`config.mk`:
```
export PLATFORM = sky130hd
export DESIGN_NAME = seq_pattern_detector_flat
export DESIGN_NICKNAME = d
export VERILOG_FILES = /design/src/rtl/seq_det_pkg.sv /design/src/rtl/seq_det_if.sv /design/src/rtl/seq_det_match.sv /design/src/rtl/seq_pattern_detector.sv /design/src/flat_wrapper.sv
export SDC_FILE = /design/constraint.sdc
export NUM_CORES = 1
export LEC_CHECK = 0
export ABC_AREA = 1
export CORE_ASPECT_RATIO = 2
export CORE_MARGIN = 2
export CORE_UTILIZATION = 58
export DETAILED_ROUTE_END_ITERATION = 8
export GPL_TIMING_DRIVEN = 1
export MAX_ROUTING_LAYER = met4
export PLACE_DENSITY_LB_ADDON = 0.05
export SETUP_SLACK_MARGIN = 0.05
export SYNTH_ARGS = -nofsm -noshare
export SYNTH_HDL_FRONTEND = slang
export SYNTH_SLANG_ARGS = --single-unit
```
`constraint.sdc`:
```
create_clock -name clk -period 2.9 [get_ports clk]
set_input_delay 0.435 -clock clk [delete_from_list [all_inputs] [get_ports clk]]
set_output_delay 0.435 -clock clk [all_outputs]
set_load 0.01 [all_outputs]
```
`src/rtl/seq_det_pkg.sv`:
```
// seq_det_pkg: shared constants, history type and length clamp for the pattern detector
package seq_det_pkg;
    localparam int MAX_LEN = 8;
    localparam int LEN_W = $clog2(MAX_LEN + 1);
    localparam int CNT_W = 8;
    typedef logic [MAX_LEN-1:0] hist_t;
    localparam hist_t DEF_PAT = 8'b00001011;
    localparam int DEF_LEN = 4;

    function automatic int clamp_len(input int l, input int max_len);
        return (l < 1) ? 1 : ((l > max_len) ? max_len : l);
    endfunction
endpackage

```
`src/rtl/seq_det_if.sv`:
```
// seq_det_if: serial input, configuration and match-status bundle of the pattern detector
interface seq_det_if #(
    parameter int MAX_LEN = seq_det_pkg::MAX_LEN,
    parameter int LEN_W = seq_det_pkg::LEN_W,
    parameter int CNT_W = seq_det_pkg::CNT_W
);
    logic               x;
    logic               x_vld;
    logic               cfg_we;
    logic [MAX_LEN-1:0] cfg_pat;
    logic [LEN_W-1:0]   cfg_len;
    logic               overlap;
    logic               lock_en;
    logic               clr;
    logic               z;
    logic               locked;
    logic [CNT_W-1:0]   match_cnt;

    modport master (
        output x, x_vld, cfg_we, cfg_pat, cfg_len, overlap, lock_en, clr,
        input  z, locked, match_cnt
    );
    modport slave (
        input  x, x_vld, cfg_we, cfg_pat, cfg_len, overlap, lock_en, clr,
        output z, locked, match_cnt
    );
endinterface

```
`src/rtl/seq_det_match.sv`:
```
// seq_det_match: masked compare of the next history against the low len bits of the pattern
module seq_det_match #(
    parameter int MAX_LEN = 8,
    parameter int LEN_W = 4
) (
    input  logic [MAX_LEN-1:0] hist_next,
    input  logic [MAX_LEN-1:0] pat,
    input  logic [LEN_W-1:0]   len,
    input  logic [LEN_W-1:0]   fill,
    output logic               hit
);
    import seq_det_pkg::*;

    logic [MAX_LEN-1:0] mask;

    // ones in the low len positions; len == MAX_LEN shifts everything out, giving all ones
    always_comb mask = ~({MAX_LEN{1'b1}} << len);

    assign hit = (({1'b0, fill} + 1'b1) >= {1'b0, len}) && (((hist_next ^ pat) & mask) == '0);
endmodule

```
`src/rtl/seq_pattern_detector.sv`:
```
// seq_pattern_detector: runtime-loadable serial pattern detector; SEQ_DET_MEALY_OUT_EN selects a combinational z
module seq_pattern_detector #(
    parameter int MAX_LEN = seq_det_pkg::MAX_LEN,
    parameter int LEN_W = $clog2(MAX_LEN + 1),
    parameter int CNT_W = seq_det_pkg::CNT_W,
    parameter logic [MAX_LEN-1:0] DEF_PAT = MAX_LEN'(seq_det_pkg::DEF_PAT),
    parameter int DEF_LEN = seq_det_pkg::DEF_LEN
) (
    input logic      clk,
    input logic      rst_n,
    seq_det_if.slave bus
);
    import seq_det_pkg::*;

    logic [MAX_LEN-1:0] pat, hist, hist_next;
    logic [LEN_W-1:0]   len, fill, fill_nxt;
    logic [CNT_W-1:0]   cnt;
    logic               locked, hit_raw, hit;

    assign hist_next = {hist[MAX_LEN-2:0], bus.x};
    assign fill_nxt = (fill == len) ? len : fill + 1'b1;

    seq_det_match #(.MAX_LEN(MAX_LEN), .LEN_W(LEN_W)) u_match (
        .hist_next(hist_next),
        .pat(pat),
        .len(len),
        .fill(fill),
        .hit(hit_raw)
    );

    // a hit only counts on a real sample: valid bit, unlocked, no config load or clear this edge
    assign hit = hit_raw & bus.x_vld & ~locked & ~bus.cfg_we & ~bus.clr;

    // state update with priority cfg_we > clr > sample; cfg_we together with clr also clears the count
    always_ff @(posedge clk or negedge rst_n) begin
        if (!rst_n) begin
            pat    <= DEF_PAT;
            len    <= LEN_W'(DEF_LEN);
            hist   <= '0;
            fill   <= '0;
            locked <= 1'b0;
            cnt    <= '0;
        end else if (bus.cfg_we) begin
            pat    <= bus.cfg_pat;
            len    <= LEN_W'(clamp_len(int'(bus.cfg_len), MAX_LEN));
            hist   <= '0;
            fill   <= '0;
            locked <= 1'b0;
            if (bus.clr) cnt <= '0;
        end else if (bus.clr) begin
            hist   <= '0;
            fill   <= '0;
            locked <= 1'b0;
            cnt    <= '0;
        end else if (bus.x_vld && !locked) begin
            hist <= hist_next;
            fill <= (hit && !bus.overlap) ? '0 : fill_nxt;
            if (hit && !(&cnt)) cnt <= cnt + 1'b1;
            if (hit && bus.lock_en) locked <= 1'b1;
        end
    end

`ifdef SEQ_DET_MEALY_OUT_EN
    assign bus.z = hit | locked;
`else
    logic z_q;

    // registered match flag, held high while the detector sits in the lock state
    always_ff @(posedge clk or negedge rst_n) begin
        if (!rst_n) z_q <= 1'b0;
        else        z_q <= hit | (locked & ~bus.cfg_we & ~bus.clr);
    end

    assign bus.z = z_q;
`endif

    assign bus.locked = locked;
    assign bus.match_cnt = cnt;
endmodule

```
`src/flat_wrapper.sv`:
```
// flat-port wrapper written by rule: the top's interface ports become plain ports
module seq_pattern_detector_flat import seq_det_pkg::*;
#(
    parameter int MAX_LEN = seq_det_pkg::MAX_LEN,
    parameter int LEN_W = $clog2(MAX_LEN + 1),
    parameter int CNT_W = seq_det_pkg::CNT_W,
    parameter logic [MAX_LEN-1:0] DEF_PAT = MAX_LEN'(seq_det_pkg::DEF_PAT),
    parameter int DEF_LEN = seq_det_pkg::DEF_LEN
)
  (clk, rst_n, bus_x, bus_x_vld, bus_cfg_we, bus_cfg_pat, bus_cfg_len, bus_overlap, bus_lock_en, bus_clr, bus_z, bus_locked, bus_match_cnt);
  seq_det_if #(.MAX_LEN(MAX_LEN), .LEN_W(LEN_W), .CNT_W(CNT_W)) bus_i ();
  input logic clk;
  input logic rst_n;
  input wire logic [$bits(bus_i.x)-1:0] bus_x;
  input wire logic [$bits(bus_i.x_vld)-1:0] bus_x_vld;
  input wire logic [$bits(bus_i.cfg_we)-1:0] bus_cfg_we;
  input wire logic [$bits(bus_i.cfg_pat)-1:0] bus_cfg_pat;
  input wire logic [$bits(bus_i.cfg_len)-1:0] bus_cfg_len;
  input wire logic [$bits(bus_i.overlap)-1:0] bus_overlap;
  input wire logic [$bits(bus_i.lock_en)-1:0] bus_lock_en;
  input wire logic [$bits(bus_i.clr)-1:0] bus_clr;
  output wire logic [$bits(bus_i.z)-1:0] bus_z;
  output wire logic [$bits(bus_i.locked)-1:0] bus_locked;
  output wire logic [$bits(bus_i.match_cnt)-1:0] bus_match_cnt;
  assign bus_i.x = bus_x;
  assign bus_i.x_vld = bus_x_vld;
  assign bus_i.cfg_we = bus_cfg_we;
  assign bus_i.cfg_pat = bus_cfg_pat;
  assign bus_i.cfg_len = bus_cfg_len;
  assign bus_i.overlap = bus_overlap;
  assign bus_i.lock_en = bus_lock_en;
  assign bus_i.clr = bus_clr;
  assign bus_z = bus_i.z;
  assign bus_locked = bus_i.locked;
  assign bus_match_cnt = bus_i.match_cnt;
  seq_pattern_detector #(.MAX_LEN(MAX_LEN), .LEN_W(LEN_W), .CNT_W(CNT_W), .DEF_PAT(DEF_PAT), .DEF_LEN(DEF_LEN)) u_core (.clk(clk), .rst_n(rst_n), .bus(bus_i));
endmodule
```
Word level (Yosys, flattened, before mapping)

Cells that the tools add are included.
Widths: inputs -> output; s select.

$add $sub $neg: 3
Multiply operators: 0
Div/mod/pow operators: 0
$lt $le $gt $ge: 3
Equality and inequality tests: 2
Shift-type cells: 1
Mux-type cells: 19
Bitwise logic cells: 13
Reduce and logical (&&, ||, !) cells: 16

Operator list:

| operator            | count |
|---|---|
| $mux 8              | 5 |
| $mux 4              | 7 |
| $mux 7              | 3 |
| $add 8x1->8 const B | 1 |
| $and 8x8->8         | 1 |
| $logic_not 8->1     | 1 |
| $not 8->8           | 1 |
| $reduce_and 8->1    | 1 |
| $shl 8x4->8 const A | 1 |
| $xor 8x8->8         | 1 |
| $and 1x1->1         | 6 |
| $reduce_bool 3->1   | 2 |
| $add 4x1->5 const B | 1 |
| $ge 5x4->1          | 1 |
| $logic_and 1x1->1   | 5 |
| $add 4x1->4 const B | 1 |
| $eq 4x4->1          | 1 |
| $gt 4x4->1 const B  | 1 |
| $lt 4x1->1 const B  | 1 |
| $mux 1              | 4 |
| $reduce_bool 2->1   | 2 |
| $logic_not 1->1     | 3 |
| $not 1->1           | 3 |
| $reduce_and 3->1    | 1 |
| other kinds (3)     | 3 |

Flip-flop bits (word level): 33
Bits in latches: 0
RAM bits: 0
ROM bits: 0
Input port bits: 20
Memories kept: 0

Logic depth before layout (Yosys ltp)

Word-level depth: 14
Mapped depth: 13
Gate-level depth less buffers: 13

Hierarchy

A second synthesis with hierarchy kept.

Cells, all modules: 288
Area total of the unflattened synthesis: 2014.4 sq um

By module, submodules not included:

| module               | times used | cells an instance | area each (sq um) |
|---|---|---|---|
| seq_pattern_detector | 1          | 204               | 1605.3 |
| seq_det_match        | 1          | 84                | 409.1 |

Least setup slack after synthesis

OpenSTA, ideal clock, no wires.

Kind: flip-flop to flip-flop
From: register u_core.fill[0]
To: register u_core.cnt[2] (netlist: u_core.bus.match_cnt[2])
Library setup time: 0.117 ns
Data arrival time: 1.775 ns
Setup slack: 1.008 ns
Stages on the path, launching flop included: 14
Period minus slack after synthesis: 1.892 ns
Path through: dfrtp_1 ha_1 xor2_1 ha_1 nand2_1 inv_1 nand2_1 nand2_1 a21oi_1 nor2_4 nand3_4 nand2_4 nand2_1 nand2_1

Cells in the longest elaborated chain, start to end: 10

RTL lines:

| item                        | line                       | text |
|---|---|---|
| start, declared             | seq_pattern_detector.sv:16 | `logic [LEN_W-1:0] len, fill, fill_nxt;` |
| start signal, assigned      | seq_pattern_detector.sv:57 | `fill <= (hit && !bus.overlap) ? '0 : fill_nxt;` |
| $add 4x1->5                 | seq_det_match.sv:19        | `assign hit = (({1'b0, fill} + 1'b1) >= {1'b0, len}) && (((hist_next ^ pat) & mask) == '0);` |
| $ge 5x4->1                  | seq_det_match.sv:19        |  |
| $logic_and 1x1->1           | seq_det_match.sv:19        |  |
| $and 1x1->1 (4 in a row)    | seq_pattern_detector.sv:32 | `assign hit = hit_raw & bus.x_vld & ~locked & ~bus.cfg_we & ~bus.clr;` |
| $logic_and 1x1->1           | seq_pattern_detector.sv:58 | `if (hit && !(&cnt)) cnt <= cnt + 1'b1;` |
| $reduce_bool 2->1 (no line) | -                          |  |
| $reduce_and 3->1 (no line)  | -                          |  |
| end signal, assigned        | seq_pattern_detector.sv:58 |  |
| end, declared               | seq_pattern_detector.sv:17 | `logic [CNT_W-1:0] cnt;` |

No other way between the ends.
A chain may end at the register's enable or synchronous reset.

Worst setup path after layout

From: register u_core.fill[0]
To: register u_core.cnt[3] (netlist: u_core.bus.match_cnt[3])

The elaborated chain is that of the path after synthesis.

==> summary.md <==
| Metric | Value |
|---|---|
| Mapped Area | `0.001987 mm2` |
| Static leakage | `between 0.001 and 0.0015 uW` |
| GR Util All Layers | `between 20% and 30%` |
| Maximum VDD drop | `roughly 430 uV` |
| Width of the die | `~45 um` |
| Area Growth Syn to Fin | `22.80%` |
| Most frequent cells in the layout | `nand2_1, inv_1, clkdlybuf4s50_1, dfrtp_1, nand3_1` |
| RSZ-0062 raised after global routing | `no` |
| Critical path class | `register to register` |
| Setup violators final | `0` |
| Setup TNS | `0 ns` |
| Remaining antenna violation count | `0` |
| Grt ovf | `0` |
| Clock sinks | `33` |
| Combinational family with the most area after synthesis | `simple AND/OR/NAND/NOR gates` |
| Layout cells sized above 1 | `a little under a tenth` |
| Synth Area in Simple Gates | `between 30% and 40%` |
| Die area | `0.003938 mm2` |
| Via/cell ratio | `roughly 5.3` |
| Synth area leader | `dfrtp_1` |
| Synthesized area per cell | `between 7 and 8 um2` |
| GRT Max-Usage Layer | `met2` |
| Tmin final | `about 2.1 ns` |
| Met1 global-route usage | `a little over a quarter` |
| GR Util met2 | `between 40% and 50%` |
| Worst hold path type | `register to register` |
| Final WL | `roughly 4.4 mm` |
| CTS clk-pin slew, worst paths | `around 0.070 ns` |
| Setup bufs post-CTS | `0` |
| Post-synth EDFFs | `0` |
| Clock Path Buffers | `2` |
| CP Launch Type | `register` |
| Drt drc | `0` |
| Final Hold Fails | `0` |
| Hold-critical path depth | `2` |
| Core Box Area | `about 0.0033 mm2` |
| Most common cell after layout, fill and taps aside | `nand2_1` |
| Worst Reg-to-Reg Cells | `13` |
| Reg2reg setup slack | `approximately 0.83 ns` |
| Vias in the first global route | `between 1,500 and 2,000` |
| PortBufs | `29` |
| Synth top area cells | `dfrtp_1, nand2_1, inv_1, nand3_1, dfstp_2` |
| Total CTS buffers | `5` |
| Gate Count Post-Synth | `271` |
| Vias after detailed routing | `1,808` |
| Max frequency | `between 400 and 500 MHz` |
| Root Buffer | `clkbuf_8` |
| Slew Viols, Final | `0` |
| Post-Synth XOR/XNOR Area | `under 10%` |
| Yosys reg bits | `33` |
| Largest net degree at the start of global routing | `34` |
| Post-CTS sizing | `0` |
| Max_cap viols | `0` |
| GP Congestion | `0.8517` |
| Net Count, Synth | `297` |
| Grt met3 use | `between 4 and 5%` |
| Initial Utilization | `59.48%` |
| Netlist cell types | `28` |
| Mux contribution to synthesized area | `0%` |
| Period utilization | `71.30%` |
| Critical Path AT | `~2.2 ns` |
| Pwr dens | `around 460 mW/mm2` |
| Final HPWL DP | `approximately 3.3 mm` |
| Synth Area in Adders | `under 10%` |
| Htree depth | `2` |
| Syn. warnings | `0` |
| Element type at the critical path end | `register` |
| Post-synth top area share | `36.52%` |
| CP required | `about 3.1 ns` |
| Async set-reset flop share out of synthesis | `100.0%` |
| # diodes | `0` |
| Final hold slack | `around 0.5 ns` |
| Nets | `between 300 and 400` |
| Initial drt markers | `between 40 and 50` |
| Fill count | `280` |
| Setup Skew | `~0.0054 ns` |
| Drt wl/cell | `approximately 13 um` |
| Register area share after synthesis | `between 40% and 50%` |
| DIE HEIGHT | `between 80 and 90 um` |
| First-pass GRT wire length | `between 7 and 8 mm` |
| Clock Latency Late Sink | `roughly 0.28 ns` |
| Ports | `30` |
| Hold-fix buffers, CTS | `0` |
| First-pass DRT Iterations | `4` |
| Status | `finished clean` |
| CTS tree | `built` |
| Ys flop type | `dfrtp_1` |
| Slew headroom | `around 72%` |
| Cell row count | `30` |
| Antenna violations before repair | `0` |
| Worst Path Max Fanout | `9` |
| Worst-Margin Slew | `a little over 0.4 ns` |
| Synth Area in Compound Gates | `7.557%` |
[metal layers]
layer  up-vias  routed length [um]
met3        13                 111
met1       837                1640
met2        38                2498
met5         -                   0
li1        920                   -
met4         0                 131
[report_power, final]
part	leakage, uW	switching [uW]	internal [uW]
sequential	0.000431	20.4	483
combinational	0.000737	104	73.7
clock	0.0000574	169	279
[worst max-delay path: stages (launching register included)]
cell	delay, ns
dfrtp_1	0.43
ha_1	0.24
xor2_1	0.16
ha_1	0.30
nand2_1	0.07
inv_1	0.04
nand2_1	0.04
nand2_1	0.04
a21oi_1	0.21
nor2_4	0.07
nand3_4	0.12
nand2_4	0.10
nand2_1	0.09
nand2_1	0.04
[registers in the layout (all words and copies together) (netlist names)]
| register | cells |
|---|---|
| u_core.fill | 4 |
| u_core.hist | 7 |
| u_core.pat | 8 |
| u_core.bus.locked | 1 |
| u_core.bus.match_cnt | 8 |
| u_core.bus.z | 1 |
| u_core.len | 4 |
[kinds of logic (layout without fill, tap and decap cells)]
logic type / after synthesis / in the layout
buffers and inverters: 52 / 87
AND/OR/NAND/NOR: 148 / 148
AO/OA/AOI/OAI: 27 / 27
flip-flops: 33 / 33
XOR/XNOR: 5 / 5
adder cells (fa/ha/maj): 6 / 6
[cell usage after synthesis (2+ instances only)]
master	instances
ha_1	6
nand3_2	4
nor4_1	4
nand3_1	22
nor3_2	2
xor2_1	5
o21ai_1	4
o22ai_1	10
inv_1	46
nand2_1	87
nor2_1	16
nor3_1	4
a21oi_1	5
clkbuf_1	3
nor2_4	3
dfstp_2	4
o21ai_0	7
dfrtp_1	29
[area by class of cell]
class	count	area [um2]	area share (%)
clock buffer	6	82.58	3.385
clock inverter	2	37.54	1.538
timing repair buffer	32	312.8	12.82
sequential	33	830.8	34.05
tap	32	40.04	1.641
inverter	47	176.4	7.231
multi-input combinational	186	959.7	39.33
[per-stage QoR]
| step | utilization (%) | setup WS (ns) | instances | power [uW] | cell area [um2] |
|---|---|---|---|---|---|
| 2_1_floorplan | - | 1.008 | 271 | 618.8 | 1987 |
| 3_3_place_gp | 69.44 | 0.9003 | 330 | 685.8 | 2320 |
| 3_5_place_dp | 69.44 | 0.8608 | 330 | 689.2 | 2320 |
| 4_1_cts | 73.03 | 0.8348 | 338 | 1140 | 2440 |
| 5_1_grt | 73.03 | 0.6451 | 338 | 1185 | 2440 |
| 6_report | 73.03 | 0.8323 | 338 | 1129 | 2440 |
[path summary, 6_finish.rpt]
| check | from | end |
|---|---|---|
| min in group asynchronous | rst_n | u_core.len[0] |
| hold reg to reg | u_core.pat[3] | u_core.pat[3] |
| hold / removal | u_core.pat[3] | u_core.pat[3] |
| setup / recovery | u_core.fill[0] | u_core.bus.match_cnt[3] |
| max in group asynchronous | rst_n | u_core.pat[0] |
| setup reg to reg | u_core.fill[0] | u_core.bus.match_cnt[3] |
Note: power is estimated with default switching activity, not from simulation.
